<file path="src/rtl/mux_arbiter4_pkg.sv">
// mux_arbiter4_pkg: shared definitions for the 4-way round-robin mux arbiter.
//   NREQ / SEL_W   : requester count and encoded select width
//   MAX_HOLD_DEF   : default forced-release hold limit in cycles
//   arb_state_e    : FSM state encoding (IDLE=00, BUSY=01)
//   onehot()       : encoded index -> one-hot grant vector
package mux_arbiter4_pkg;

  localparam int NREQ         = 4;
  localparam int SEL_W        = 2;
  localparam int MAX_HOLD_DEF = 16;

  typedef enum logic [1:0] {
    ST_IDLE = 2'b00,
    ST_BUSY = 2'b01
  } arb_state_e;

  function automatic logic [NREQ-1:0] onehot(input logic [SEL_W-1:0] idx);
    logic [NREQ-1:0] v;
    v      = '0;
    v[idx] = 1'b1;
    return v;
  endfunction

endpackage

</file>
<file path="src/rtl/mux_arbiter4_rr_pick4.sv">
// rr_pick4: combinational rotating-priority encoder.
//   req  [NREQ-1:0]  : request vector, bit i = requester i
//   last [SEL_W-1:0] : previous owner; it gets the lowest priority
//   pick [SEL_W-1:0] : first requester set scanning last+1 .. last+NREQ (mod NREQ)
//   any              : at least one request present (pick is 0 otherwise)
module rr_pick4
  import mux_arbiter4_pkg::*;
(
  input  logic [NREQ-1:0]  req,
  input  logic [SEL_W-1:0] last,
  output logic [SEL_W-1:0] pick,
  output logic             any
);

  // Scan from the farthest candidate toward the nearest; the last hit
  // written is the nearest one after 'last', which is the winner.
  // Offset NREQ wraps to 'last' itself, so the previous owner still wins
  // when it is the only requester.
  always_comb begin
    logic [SEL_W-1:0] idx;
    idx  = '0;
    pick = '0;
    for (int k = NREQ; k >= 1; k--) begin
      idx = last + SEL_W'(k);
      if (req[idx]) pick = idx;
    end
  end

  assign any = |req;

endmodule

</file>
<file path="src/rtl/mux_arbiter4.sv">
// mux_arbiter4: round-robin arbiter / sequencer driving the select of a
// shared 4:1 mux. One owner at a time; the grant is held until the owner
// signals done, drops its request, or hits the MAX_HOLD limit. Every release
// is followed by one dead cycle before re-arbitration.
//   clk      : clock, rising edge
//   rst_n    : synchronous active-low reset
//   req[3:0] : level requests
//   done     : owner ends its transaction (pulse)
//   gnt[3:0] : registered one-hot grant, zero when idle
//   sel[1:0] : encoded owner index to the mux; held through idle cycles
//   busy     : grant active
//   timeout  : one-cycle pulse on a hold-limit forced release
module mux_arbiter4
  import mux_arbiter4_pkg::*;
#(
  parameter int MAX_HOLD = MAX_HOLD_DEF,
  parameter int HOLD_W   = 4
) (
  input  logic             clk,
  input  logic             rst_n,
  input  logic [NREQ-1:0]  req,
  input  logic             done,
  output logic [NREQ-1:0]  gnt,
  output logic [SEL_W-1:0] sel,
  output logic             busy,
  output logic             timeout
);

  arb_state_e       state;
  logic [HOLD_W-1:0] hold_cnt;
  logic [SEL_W-1:0]  last_owner;

  logic [SEL_W-1:0]  pick;
  logic              any;

  rr_pick4 u_pick (
    .req  (req),
    .last (last_owner),
    .pick (pick),
    .any  (any)
  );

  // sel is the owner register while BUSY; release causes are all taken
  // from the current registered state so they line up with the edge.
  logic rel_done, rel_drop, rel_hold, release_now;

  always_comb begin
    rel_done    = done;
    rel_drop    = ~req[sel];
    rel_hold    = (hold_cnt == HOLD_W'(MAX_HOLD - 1));
    release_now = rel_done | rel_drop | rel_hold;
  end

  always_ff @(posedge clk) begin
    if (!rst_n) begin
      state      <= ST_IDLE;
      gnt        <= '0;
      sel        <= '0;
      busy       <= 1'b0;
      timeout    <= 1'b0;
      hold_cnt   <= '0;
      last_owner <= SEL_W'(NREQ - 1);   // requester 0 first after reset
    end else begin
      timeout <= 1'b0;
      case (state)
        ST_IDLE: begin
          // done is ignored here; sel keeps its value so the mux is stable
          if (any) begin
            gnt      <= onehot(pick);
            sel      <= pick;
            busy     <= 1'b1;
            hold_cnt <= '0;
            state    <= ST_BUSY;
          end
        end
        ST_BUSY: begin
          if (release_now) begin
            gnt        <= '0;
            busy       <= 1'b0;
            last_owner <= sel;
            hold_cnt   <= '0;
            state      <= ST_IDLE;
            // flag only a pure hold-limit release
            timeout    <= rel_hold & ~rel_done & ~rel_drop;
          end else begin
            hold_cnt <= hold_cnt + HOLD_W'(1);
          end
        end
        default: begin
          state <= ST_IDLE;
          gnt   <= '0;
          busy  <= 1'b0;
        end
      endcase
    end
  end

endmodule
</file>
<file path="config.mk">
export PLATFORM = sky130hd
export DESIGN_NAME = mux_arbiter4
export DESIGN_NICKNAME = d
export VERILOG_FILES = /design/src/rtl/mux_arbiter4_pkg.sv /design/src/rtl/mux_arbiter4_rr_pick4.sv /design/src/rtl/mux_arbiter4.sv
export SDC_FILE = /design/constraint.sdc
export NUM_CORES = 1
export LEC_CHECK = 0
export ABC_AREA = 1
export ABC_CLOCK_PERIOD_IN_PS = 3800
export BUFFER_PORTS_ARGS = -buffer_cell sky130_fd_sc_hd__buf_2
export CORE_MARGIN = 10
export CORE_UTILIZATION = 50
export CTS_CLUSTER_DIAMETER = 50
export DETAILED_ROUTE_END_ITERATION = 8
export GPL_TIMING_DRIVEN = 1
export PLACE_DENSITY = 0.75
export SLEW_MARGIN = 20
export SYNTH_ARGS = -nofsm -noshare
export SYNTH_HDL_FRONTEND = slang
export SYNTH_SLANG_ARGS = --single-unit
</file>
<file path="constraint.sdc">
create_clock -name clk -period 3.8 [get_ports clk]
set_clock_uncertainty 0.15 [all_clocks]
set_input_delay 0 -clock clk [delete_from_list [all_inputs] [get_ports clk]]
set_output_delay 0 -clock clk [all_outputs]
set_load 0.005 [all_outputs]
</file>
[Word level (Yosys, flattened, before mapping)]
Cells that the tools add are included.
Storage, ports and cells
  memories: 0
  bits in writable memories: 0
  ROM bits: 0
  bits in registers: 16
  logic and storage cells: 65
  bits in latches: 0
  input bits: 7
Operators by class
  order comparisons: 7
  equal/unequal tests: 4
  shift-type cells: 0
  $mul: 0
  reduce and logical (&&, ||, !) cells: 9
  bitwise logic cells: 6
  $add $sub $neg: 4
  div/mod/pow operators: 0
  mux-type cells: 28
Operators with widths (number)
  < comparator 2 x 3 -> 1 bit (second input constant): 6
  2-to-1 mux 4 bit: 4
  one-hot mux 4 bit (2 select lines): 2
  2-to-1 mux 2 bit: 6
  binary-select mux 1 bit (select 2 bit): 5
  2-to-1 mux 1 bit: 8
  AND reduction 2 bit: 4
  adder 2 bit (second input constant): 2
  adder 4 x 1 -> 4 bit (second input constant): 1
  equality test 4 bit (second input constant): 1
  != test 2 bit (second input constant): 2
  one-hot mux 2 bit (2 select lines): 1
  OR reduction 4 bit: 1
  AND reduction 3 bit: 1
  adder 2 x 1 -> 2 bit (second input constant): 1
  AND 1 bit: 2
  demux 1 bit (select 2 bit): 1
  equality test 2 x 1 -> 1 bit (second input constant): 1
  greater-or-equal comparator 2 x 1 -> 1 bit (second input constant): 1
  logical NOT 2 bit: 1
  NOT 1 bit: 2
  OR 1 bit: 2
  one-hot mux 1 bit (2 select lines): 1
  nonzero test 2 bit: 1
  logical AND 1 bit: 1

[Longest topological paths before layout]
Gate-level depths: netlist of the first run.
  word-level depth: 12
  mapped depth: 12

[Modules after synthesis]
A second synthesis of the first run with hierarchy kept.
Unflattened totals
  cell total of the unflattened synthesis: 132
  area, all modules: 895.9 um2
By module, submodules not included
  mux_arbiter4: sequential area each 280.3 um2, cells an instance 81, times used 1, area each 629.4 um2
  rr_pick4: sequential area each 0.0 um2, cells an instance 51, times used 1, area each 266.5 um2

[Least setup slack after synthesis of the first run]
OpenSTA, ideal clock, no wires.
  path type: flip-flop to flip-flop
  from: register hold_cnt[0]
  to: register gnt[0]
  arrival: 1.161 ns
  stages on the path, launching flop included: 9
  slack: 2.417 ns
  library setup time: 0.072 ns
  data required time: 3.578 ns
  cell sequence: dfxtp_1 > ha_1 > nand2_1 > nor2_1 > inv_1 > nand3_1 > nand2_1 > nand3_1 > a21oi_1
On the way
  word-level cells in the longest chain between the ends: 4
RTL lines
  start: declaration: RTL line mux_arbiter4.sv:30  | logic [HOLD_W-1:0] hold_cnt;
  start signal: assignment: RTL line mux_arbiter4.sv:86  | hold_cnt <= hold_cnt + HOLD_W'(1);
  equality test 4 bit: RTL line mux_arbiter4.sv:50  | rel_hold = (hold_cnt == HOLD_W'(MAX_HOLD - 1));
  OR 1 bit: RTL line mux_arbiter4.sv:51  | release_now = rel_done | rel_drop | rel_hold;
  != test 2 bit (no line)
  AND reduction 2 bit (no line)
  end signal: assignment: RTL line mux_arbiter4.sv:69  | gnt <= onehot(pick);
  end: declaration: RTL line mux_arbiter4.sv:23  | output logic [NREQ-1:0] gnt,
No other way between the ends.
A chain may end at the register's enable or synchronous reset.

[Worst setup path in the final report of the first run]
  from: register last_owner[0]
  to: register gnt[3]
On the way
  word-level cells in the longest chain between the ends: 12
RTL lines
  start: declaration: RTL line mux_arbiter4.sv:31  | logic [SEL_W-1:0] last_owner;
  start signal: assignment: RTL line mux_arbiter4.sv:62  | last_owner <= SEL_W'(NREQ - 1);
  start signal: assignment: RTL line mux_arbiter4.sv:80  | last_owner <= sel;
  adder 2 bit / binary-select mux 1 bit (select 2 bit) (equally long branches): RTL line mux_arbiter4_rr_pick4.sv:24, mux_arbiter4_rr_pick4.sv:25
  binary-select mux 1 bit (select 2 bit) / 2-to-1 mux 1 bit (equally long branches): RTL line mux_arbiter4_rr_pick4.sv:25  | if (req[idx]) pick = idx;
  2-to-1 mux 1 bit (implied by the code) / 2-to-1 mux 2 bit (equally long branches): RTL line mux_arbiter4_rr_pick4.sv:25
  2-to-1 mux 2 bit (2 in a row): RTL line mux_arbiter4_rr_pick4.sv:25
  2-to-1 mux 2 bit *: RTL line mux_arbiter4_rr_pick4.sv:25
  < comparator 2 x 3 -> 1 bit (implied by the code) / greater-or-equal comparator 2 x 1 -> 1 bit (equally long branches): RTL line mux_arbiter4_pkg.sv:20  | v[idx] = 1'b1;
  logical AND 1 bit (implied by the code): RTL line mux_arbiter4_pkg.sv:20
  2-to-1 mux 1 bit (implied by the code): RTL line mux_arbiter4_pkg.sv:20
  demux 1 bit (select 2 bit) *: RTL line mux_arbiter4_pkg.sv:20
  2-to-1 mux 4 bit *: RTL line mux_arbiter4.sv:68  | if (any) begin
  one-hot mux 4 bit (2 select lines) *: RTL line mux_arbiter4.sv:65  | case (state)
Mark *: on every way between the ends. The rest lies on a longest branch, timed or not. The select of a mux whose other input is x is not followed.

==> results of run 1 <==
## synthesized netlist by cell type
cell type                  count
sky130_fd_sc_hd__inv_2         2
sky130_fd_sc_hd__clkinv_1      1
sky130_fd_sc_hd__nor4_1        1
sky130_fd_sc_hd__o211ai_1      5
sky130_fd_sc_hd__nand4_1       3
sky130_fd_sc_hd__nand2_1      30
sky130_fd_sc_hd__inv_1        18
sky130_fd_sc_hd__nand3_2       2
sky130_fd_sc_hd__nand3_1      12
sky130_fd_sc_hd__dfxtp_1      14
sky130_fd_sc_hd__ha_1          1
sky130_fd_sc_hd__a21oi_1      13
sky130_fd_sc_hd__o21ai_0       3
sky130_fd_sc_hd__nor2_1        3
sky130_fd_sc_hd__inv_8         1
sky130_fd_sc_hd__o21ai_1       1
sky130_fd_sc_hd__buf_6         1
sky130_fd_sc_hd__nand2_2      15
## cells by family (layout without fill, tap and decap cells)
logic type	Yosys count	in the layout	synth area share (%)
AND/OR/NAND/NOR	66	66	38.5
buffers and inverters	23	41	12.1
flip-flops	14	14	33.4
AO/OA/AOI/OAI	22	22	14.6
adder cells (fa/ha/maj)	1	1	1.49
## final cells by class
type                    instances  area, µm²  share of cell area [%]
repair buffers                 16       90.1                    9.37
multi-input cells              89        458                    47.7
flip-flops and latches         14        280                    29.2
well taps                      16       20.0                    2.08
clock buffers                   3       22.5                    2.34
inverters                      22       90.1                    9.37
## power by group
group / switching (mW) / internal, mW / total (mW)
registers: 0.0142 / 0.161 / 0.175
logic: 0.0821 / 0.0497 / 0.132
clock network: 0.0445 / 0.0367 / 0.0812
total: 0.141 / 0.248 / 0.388
## state kept, by name, indices dropped and copies added, names as in the netlist
register	count
last_owner	2
sel	2
gnt	4
busy	1
hold_cnt	4
timeout	1
## worst reg2reg max path, delay by kind of cell, from the launching register on
kind	cells	cell delay, ns
AOI/OAI and AO/OA	1	0.14
buffers and inverters	1	0.04
and+or+nand+nor	8	0.68
DFF	1	0.56
## final timing paths
| check | startpoint | cells after the start | endpoint |
|---|---|---|---|
| setup / recovery | last_owner[0] | 10 | gnt[3] |
| hold / removal | req[0] | 6 | hold_cnt[2] |
| setup reg to reg | last_owner[0] | 10 | gnt[3] |
| hold reg to reg | hold_cnt[3] | 2 | hold_cnt[3] |
## routing by layer
metal | GRT usage, % | vias to the layer above
met5 | 0 | -
met4 | 5.33 | 0
met3 | 2.71 | 5
met2 | 19.9 | 12
met1 | 10.5 | 368
li1 | - | 446
## repair_timing
item,in CTS,in global routing
hold buffers,2,0
endpoints found under the hold margin,12,0
buffers inserted,0,0
==> impl_results.md, run 1 <==
- Run status: completed
- Setup repair after global routing missed its margin: false
- # fillers: 154
- Worst hold-check slack: 0.0958 ns
- Highest attainable clock frequency: 619 MHz
- Clock Pin Slew Worst Setup and Hold Paths: 0.08 ns
- Library cell used as clock root buffer: sky130_fd_sc_hd__clkbuf_4
- CP max FO: 8
- Via count: 831
- Global router's overall resource usage: 10.6%
- # diodes: 0
- Avg Cell Area, Syn: 6.66 µm²
- Number of placed I/O pins: 15
- Net count, final: 154
- Sequential area share after synthesis: 33.4%
- CP dominant cell by count: sky130_fd_sc_hd__nand2_1
- Routed length on met3: 49 µm
- Area share of the largest cell type after synthesis: 33.4%
- Required time of the worst setup path: 3.86 ns
- Number of cells in the finished layout apart from fillers: 160
- Vertical die dimension: 61.0 µm
- Routed WL per cell: 11.5 µm
- Kind of critical path: register to register
- Total of buffers placed on input and output ports: 14
- Final design area excluding fillers: 961 µm²
- Area of the die: 3720 µm²
- Min Tclk post-route: 1.62 ns
- CTS tree: built
- Flip-flop and latch count after synthesis: 14
- Highest metal used: met4
- Detailed Place HPWL: 1.51 mm
- Worst slack at placement: 2.18 ns
- Post-synth top area cell: sky130_fd_sc_hd__dfxtp_1
- H-tree depth reported by CTS: 1
- Post-Place Cells: 155
- Initial cell density of the core: 54.5%
- Number of failing setup endpoints in the final timing report: 0
- Most frequent cells in the layout: 30 x sky130_fd_sc_hd__nand2_1, 18 x sky130_fd_sc_hd__inv_1, 15 x sky130_fd_sc_hd__nand2_2, 14 x sky130_fd_sc_hd__dfxtp_1, 14 x sky130_fd_sc_hd__buf_2
- Critical path data arrival time: 1.67 ns
- Max-slew headroom at the worst pin: 74.3%
- Cell Chain, Critical Path: nand2_1 > nand2_2 > nand2_1 > nand2_1 > inv_2 > nand2_1 > nand2_2 > nand2_2 > nand3_1 > a21oi_1
- Antenna Nets Post-Route: 0
- Total placed instance area: 918 µm²
- Total power after layout: 388 µW
- Core Footprint: 1540 µm²
- Synthesis-to-finish area growth: 14.5%
- Power per unit of standard cell area: 404 nW/µm²
- Max Root-Sink Buffers: 2
- Max-capacitance violation count: 0
- Sum Neg Setup Slack: 0 ns
- Share of the clock period used by the worst path after layout: 42.5%
- Min-Delay Path Class: input port to register
- Largest incremental delay on the critical path: 0.56 ns
- Critical Path Slowest Stage Cell: sky130_fd_sc_hd__dfxtp_1
- Share of layout cells above drive strength 1: 25.7%
- Worst IR drop on VDD: 0.278 mV
- GPL Wtd Cong: 0.808
- Synth unique cells: 18
- Number of buffers inserted during clock tree synthesis: 3
- Most common library cell in the layout ignoring fill and taps: sky130_fd_sc_hd__nand2_1
- Synthesis warning total: 0
- Number of failing hold endpoints at the final stage: 0
- Clock sink count: 14
- Synthesized instance count: 126
- Wire length of the first global-routing pass: 3.08 mm
- Final wirelength: 1.83 mm
- First-pass detailed-route iteration total: 4
- Drc violations: 0
- Setup crit start kind: register
- Pin count of the biggest net entering global routing: 11
- Number of cells upsized or downsized after cts: 0
- Metal1 wirelength: 761 µm
- Routed length on met2: 986 µm
- Crit path capture type: register
- Post-layout util: 62.3%
- Post-synthesis cell area: 840 µm²
- Number of vias per cell after detailed routing: 5.19
- Slack of the worst reg-to-reg path: 2.18 ns
- Slew @ Worst Pin: 0.384 ns
- Number of antenna violations at the first check in global routing: 0
- Vias in the first global route: 757
- Total global routing overflow: 0
- Number of buffers and inverters on the critical path: 1
- Biggest area contributors in the synthesized netlist: sky130_fd_sc_hd__dfxtp_1 33%, sky130_fd_sc_hd__nand2_1 13%, sky130_fd_sc_hd__nand2_2 11%
- Total leakage power: 0.486 nW
- Clock latency reported for the late side of the worst-skew pair: 0.28 ns
- Synth Net Count: 134
- Number of DRC markers in iteration 0: 20
- Worst-case setup margin in the final layout: 2.18 ns
- Critical path's top delay family: simple AND/OR/NAND/NOR gates
- Die W: 61.0 µm
- Final count of pins violating max slew: 0
- Row count: 14
(Power assumes the default switching activity.)
==> run 2: changes to the inputs <==
Settings changed: ABC_CLOCK_PERIOD_IN_PS 3800 to 1400, CORE_ASPECT_RATIO from default to 0.75, CORE_UTILIZATION 50 to 48.
Clock period 3.8 ns to 1.4 ns, I/O delays scaled along.
==> impl_results.md, run 2 (synthesized netlist as in run 1, its figures left out) <==
- Number of failing setup endpoints in the final timing report: 5 (was 0)
- Clock sink count: 14 (unchanged)
- Setup crit start kind: register (unchanged)
- Min Tclk post-route: 1.49 ns (was 1.62 ns)
- Most common library cell in the layout ignoring fill and taps: sky130_fd_sc_hd__nand2_1 (unchanged)
- Beginning of the worst register-to-register path: last_owner[0] (unchanged)
- Synthesis-to-finish area growth: 33.8% (was 14.5%)
- Pin count of the biggest net entering global routing: 11 (unchanged)
- CTS tree: built (unchanged)
- Vertical die dimension: 56.2 µm (was 61.0 µm)
- Total placed instance area: 997 µm² (was 918 µm²)
- Net count, final: 161 (was 154)
- Worst-case setup margin in the final layout: -0.0927 ns (was 2.18 ns)
- Share of layout cells above drive strength 1: 43.7% (was 25.7%)
- Max-slew headroom at the worst pin: 79.2% (was 74.3%)
- Total of buffers placed on input and output ports: 14 (unchanged)
- Share of the clock period used by the worst path after layout: 107% (was 42.5%)
- Final design area excluding fillers: 1120 µm² (was 961 µm²)
- Critical path data arrival time: 1.55 ns (was 1.67 ns)
- GPL Wtd Cong: 0.961 (was 0.808)
- Clock Pin Slew Worst Setup and Hold Paths: 0.08 ns (about the same)
- Crit path capture type: register (unchanged)
- H-tree depth reported by CTS: 1 (unchanged)
- Area of the die: 3840 µm² (was 3720 µm²)
- Core Footprint: 1560 µm² (was 1540 µm²)
- Die W: 68.3 µm (was 61.0 µm)
- Final wirelength: 2.21 mm (was 1.83 mm)
- Initial cell density of the core: 53.8% (was 54.5%)
- Reg-to-Reg End: gnt[1] (was gnt[3])
- Final count of pins violating max slew: 0 (unchanged)
- Power per unit of standard cell area: 1030 nW/µm² (was 404 nW/µm²)
- Total leakage power: 0.550 nW (was 0.486 nW)
- Wire length of the first global-routing pass: 3.51 mm (was 3.08 mm)
- Number of failing hold endpoints at the final stage: 0 (unchanged)
- Via count: 880 (was 831)
- Post-layout util: 72.0% (was 62.3%)
- Global router's overall resource usage: 11.6% (was 10.6%)
- Beginning of the worst hold path: req[0] (unchanged)
- Library cell used as clock root buffer: sky130_fd_sc_hd__clkbuf_4 (unchanged)
- Worst slack at placement: -0.0971 ns (was 2.18 ns)
- Max-capacitance violation count: 0 (unchanged)
- Cell depth of the worst hold path: 6 (unchanged)
- Required time of the worst setup path: 1.46 ns (was 3.86 ns)
- Worst hold path endpoint: hold_cnt[1] (was hold_cnt[2])
- Number of buffers inserted during clock tree synthesis: 3 (unchanged)
- Kind of critical path: register to register (unchanged)
- First-pass detailed-route iteration total: 4 (unchanged)
- Slew @ Worst Pin: 0.312 ns (was 0.384 ns)
- CP max FO: 8 (unchanged)
- Row count: 12 (was 14)
- Total global routing overflow: 0 (unchanged)
- Number of placed I/O pins: 15 (unchanged)
- Min-Delay Path Class: input port to register (unchanged)
- # diodes: 0 (unchanged)
- Routed WL per cell: 12.8 µm (was 11.5 µm)
- Clock latency reported for the late side of the worst-skew pair: 0.28 ns (about the same)
- Vias in the first global route: 828 (was 757)
- Run status: finished with violations (was completed)
- Worst IR drop on VDD: 0.640 mV (was 0.278 mV)
- Slack of the worst reg-to-reg path: -0.09 ns (was 2.18 ns)
- Detailed Place HPWL: 1.61 mm (was 1.51 mm)
- Highest attainable clock frequency: 670 MHz (was 619 MHz)
- Largest registers: gnt x4, hold_cnt x4 (unchanged)
- Setup repair after global routing missed its margin: true (was false)
- Most frequent cells in the layout: 21 x sky130_fd_sc_hd__nand2_1, 18 x sky130_fd_sc_hd__nand2_2, 17 x sky130_fd_sc_hd__inv_1, 14 x sky130_fd_sc_hd__buf_2 (was 30 x sky130_fd_sc_hd__nand2_1, 18 x sky130_fd_sc_hd__inv_1, 15 x sky130_fd_sc_hd__nand2_2, 14 x sky130_fd_sc_hd__dfxtp_1, 14 x sky130_fd_sc_hd__buf_2)
- Max Root-Sink Buffers: 2 (unchanged)
- Antenna Nets Post-Route: 0 (unchanged)
- Number of antenna violations at the first check in global routing: 0 (unchanged)
- Violations in the final reports: setup timing
- Drc violations: 0 (unchanged)
- Post-Place Cells: 168 (was 155)
- Number of cells in the finished layout apart from fillers: 172 (was 160)
- Number of vias per cell after detailed routing: 5.12 (was 5.19)
- Sum Neg Setup Slack: -0.323 ns (was 0 ns)
- FF-to-FF path depth: 11 (was 10)
- Number of DRC markers in iteration 0: 36 (was 20)
[run 2: report_power, final]
part	switching, mW	internal [mW]	total (mW)	leakage, nW
sequential	0.0462	0.440	0.486	0.115
clock	0.126	0.100	0.227	0.0138
combinational	0.274	0.176	0.450	0.421
total	0.447	0.716	1.16	0.550
[run 2: critical path, stage by stage (launching register included)]
cell,delay (ns)
sky130_fd_sc_hd__dfxtp_4,0.40
sky130_fd_sc_hd__inv_8,0.10
sky130_fd_sc_hd__nand2_2,0.06
sky130_fd_sc_hd__nand2_4,0.09
sky130_fd_sc_hd__nand2_2,0.05
sky130_fd_sc_hd__nand2_2,0.06
sky130_fd_sc_hd__nand2_2,0.07
sky130_fd_sc_hd__nand2_2,0.07
sky130_fd_sc_hd__nand2_2,0.06
sky130_fd_sc_hd__nand2_2,0.08
sky130_fd_sc_hd__nand3_1,0.07
sky130_fd_sc_hd__a21oi_1,0.14
[run 2: area by class of cell]
| type | count | area [µm²] |
|---|---|---|
| clock buffers | 3 | 22.5 |
| fillers | 142 | 438 |
| inverters | 22 | 90.1 |
| multi-input cells | 89 | 554 |
| flip-flops and latches | 14 | 288 |
| well taps | 21 | 26.3 |
| repair buffers | 23 | 143 |
[run 2: per-stage QoR]
stage | power (mW) | hold WS, ns
2_1_floorplan | 0.754 | -0.0514
3_3_place_gp | 0.878 | 0.110
3_5_place_dp | 0.889 | 0.110
4_1_cts | 1.12 | 0.0724
5_1_grt | 1.25 | 0.130
6_report | 1.16 | 0.0880
[run 2: layer usage]
metal  GRT usage, %  share of wire (%)
met1           14.7                 47
met2           17.3                 46
met3           5.62                6.3
met4           2.28               0.36
met5              0                  0
[run 2: what timing repair did]
action	4_1_cts	5_1_grt
buffers inserted	0	0
hold buffers	2	0
pin swaps	12	13
endpoints found under the setup margin	8	14
endpoints found under the hold margin	9	0
cloned	0	0
gates resized for setup	13	17
[run 2: worst max path at each step]
| stage | start | endpoint | slack, ns | cells past startpoint |
|---|---|---|---|---|
| after global placement | last_owner[0] | sel[0] | -0.06 | 12 |
| after global routing | last_owner[0] | gnt[2] | -0.19 | 10 |
| after floorplan | hold_cnt[0] | gnt[0] | 0.02 | 8 |
| after CTS | last_owner[0] | gnt[1] | -0.07 | 11 |
| after detailed placement | hold_cnt[0] | gnt[2] | -0.1 | 8 |
| final | last_owner[0] | gnt[1] | -0.09 | 11 |
==> run 3: changes to the inputs <==
Settings changed: CELL_PAD_IN_SITES_DETAIL_PLACEMENT from default to 1, CELL_PAD_IN_SITES_GLOBAL_PLACEMENT from default to 1, CORE_UTILIZATION 48 to 33, PLACE_DENSITY 0.75 to 0.73.
==> impl_results.md, run 3 (synthesized netlist as in run 1, its figures left out) <==
- Library cell used as clock root buffer: sky130_fd_sc_hd__clkbuf_4 (unchanged)
- Vertical die dimension: 63.7 µm (was 56.2 µm)
- Final design area excluding fillers: 1310 µm² (was 1120 µm²)
- Slew @ Worst Pin: 0.369 ns (was 0.312 ns)
- Max-slew headroom at the worst pin: 75.2% (was 79.2%)
- Initial cell density of the core: 35.5% (was 53.8%)
- Sum Neg Setup Slack: -0.757 ns (was -0.323 ns)
- Row count: 15 (was 12)
- Kind of critical path: register to register (unchanged)
- Number of cells in the finished layout apart from fillers: 193 (was 172)
- Worst IR drop on VDD: 0.494 mV (was 0.640 mV)
- First-pass detailed-route iteration total: 4 (unchanged)
- Drc violations: 0 (unchanged)
- Detailed Place HPWL: 2.10 mm (was 1.61 mm)
- Area of the multi-input gates: 647 µm² (was 554 µm²)
- Number of buffers inserted during clock tree synthesis: 3 (unchanged)
- Run status: finished with violations (unchanged)
- Vias in the first global route: 933 (was 828)
- GPL Wtd Cong: 0.757 (was 0.961)
- Clock latency reported for the late side of the worst-skew pair: 0.30 ns (was 0.28 ns)
- CP max FO: 8 (unchanged)
- Via count: 1000 (was 880)
- Largest registers: gnt x4, hold_cnt x4 (unchanged)
- CP dominant cell by count: sky130_fd_sc_hd__nand2_4 (was sky130_fd_sc_hd__nand2_2)
- Setup repair after global routing missed its margin: true (unchanged)
- Slack of the worst reg-to-reg path: -0.16 ns (was -0.09 ns)
- Share of the clock period used by the worst path after layout: 112% (was 107%)
- Share of layout cells above drive strength 1: 55.7% (was 43.7%)
- CTS tree: built (unchanged)
- Number of failing hold endpoints at the final stage: 0 (unchanged)
- Required time of the worst setup path: 1.49 ns (was 1.46 ns)
- Global router's overall resource usage: 10.8% (was 11.6%)
- Total leakage power: 0.636 nW (was 0.550 nW)
- Critical path's top delay family: simple AND/OR/NAND/NOR gates (unchanged)
- Number of placed I/O pins: 15 (unchanged)
- Flip-flop and latch area: 289 µm² (was 288 µm²)
- Number of antenna violations at the first check in global routing: 0 (unchanged)
- Violations in the final reports: setup timing (unchanged)
- Highest attainable clock frequency: 639 MHz (was 670 MHz)
- Clock Pin Slew Worst Setup and Hold Paths: 0.09 ns (was 0.08 ns)
- Min Tclk post-route: 1.56 ns (was 1.49 ns)
- Most frequent cells in the layout: 17 x sky130_fd_sc_hd__nand2_2, 14 x sky130_fd_sc_hd__inv_1, 14 x sky130_fd_sc_hd__nand2_1, 14 x sky130_fd_sc_hd__nand2_4, 14 x sky130_fd_sc_hd__buf_2 (was 21 x sky130_fd_sc_hd__nand2_1, 18 x sky130_fd_sc_hd__nand2_2, 17 x sky130_fd_sc_hd__inv_1, 14 x sky130_fd_sc_hd__buf_2)
- Total of buffers placed on input and output ports: 14 (unchanged)
- Clock sink count: 14 (unchanged)
- Critical Path Slowest Stage Cell: sky130_fd_sc_hd__dfxtp_2 (was sky130_fd_sc_hd__dfxtp_4)
- Total placed instance area: 1040 µm² (was 997 µm²)
- Die W: 78.2 µm (was 68.3 µm)
- H-tree depth reported by CTS: 1 (unchanged)
- Setup crit start kind: register (unchanged)
- Min-Delay Path Class: input port to register (unchanged)
- Core Footprint: 2360 µm² (was 1560 µm²)
- Final count of pins violating max slew: 0 (unchanged)
- Area of the die: 4980 µm² (was 3840 µm²)
- Routed WL per cell: 17.6 µm (was 12.8 µm)
- Number of failing setup endpoints in the final timing report: 7 (was 5)
- Number of DRC markers in iteration 0: 54 (was 36)
- Most common library cell in the layout ignoring fill and taps: sky130_fd_sc_hd__nand2_2 (was sky130_fd_sc_hd__nand2_1)
- Number of vias per cell after detailed routing: 5.18 (was 5.12)
- Largest incremental delay on the critical path: 0.36 ns (was 0.40 ns)
- Worst-case setup margin in the final layout: -0.164 ns (was -0.0927 ns)
- Max Root-Sink Buffers: 2 (unchanged)
- Net count, final: 167 (was 161)
- Crit path capture type: register (unchanged)
- Synthesis-to-finish area growth: 56.3% (was 33.8%)
- Post-Place Cells: 185 (was 168)
- Total global routing overflow: 0 (unchanged)
- # fillers: 317 (was 142)
- Cell Chain, Critical Path: buf_12 > inv_12 > nand2_4 > nand2_4 > nand2_4 > nand2_2 > inv_2 > nand3_4 > nand2_4 > nand3_2 > a21oi_2 (was inv_8 > nand2_2 > nand2_4 > nand2_2 > nand2_2 > nand2_2 > nand2_2 > nand2_2 > nand2_2 > nand3_1 > a21oi_1)
- Number of buffers and inverters on the critical path: 3 (was 1)
- Total power after layout: 1.44 mW (was 1.16 mW)
- Power per unit of standard cell area: 1100 nW/µm² (was 1030 nW/µm²)
- Max-capacitance violation count: 0 (unchanged)
- Antenna Nets Post-Route: 0 (unchanged)
- Final wirelength: 3.39 mm (was 2.21 mm)
- Critical path data arrival time: 1.65 ns (was 1.55 ns)
- Wire length of the first global-routing pass: 4.38 mm (was 3.51 mm)
- Pin count of the biggest net entering global routing: 11 (unchanged)
## run 3: cell count changes in the layout (fill, tap and decap cells not counted), sizes merged
cell    delta
diode      +1
buf        +6
clkbuf     +1
## run 3: per-layer routing
layer,vias to the layer above,global-route usage (%),wire (µm)
met1,507,13.9,1480
met3,5,4.39,159
met2,14,16.2,1720
li1,474,-,-
met5,-,0,0
met4,0,2.90,31
## run 3: worst paths after layout
kind	startpoint	endpoint	depth (start not counted)
setup / recovery	last_owner[0]	gnt[3]	11
hold / removal	req[0]	timeout	5
setup reg to reg	last_owner[0]	gnt[3]	11
hold reg to reg	gnt[0]	gnt[0]	2
## run 3: stage by stage
step                      hold slack [ns]  util [%]  setup WS [ns]
final                               0.134      55.5         -0.164
after global routing                0.147      55.4         -0.229
after CTS                          0.0940      50.0         -0.152
after detailed placement            0.114      44.1         -0.180
after global placement              0.108      44.1         -0.170
after floorplan                   -0.0514         -         0.0171
## run 3: what timing repair did
item                                   4_1_cts  5_1_grt
pin swaps                                   12       13
gates cloned                                 0        0
endpoints found under the hold margin       12        0
setup buffers                                1        1
setup endpoints to repair                    9       13
resized for setup                           25       33
hold buffers                                 2        0
## run 3: power by group
part | internal, mW | switching, mW
Clock | 0.159 | 0.154
Sequential | 0.441 | 0.0415
Combinational | 0.247 | 0.398
Total | 0.846 | 0.593
## run 3: area by class of cell
class	instances	area share, %
Antenna cell	1	0.191
Sequential cell	14	22.0
Timing Repair Buffer	29	15.3
Inverter	22	7.24
Clock buffer	4	2.76
Multi-Input combinational cell	89	49.3
Tap cell	34	3.24
## run 3: tightest hold or removal path: cells and delay by family
kind / cells / cell delay [ns]
AND/OR/NAND/NOR: 3 / 0.28
buffers and inverters: 1 / 0.11
AO/OA/AOI/OAI: 1 / 0.15
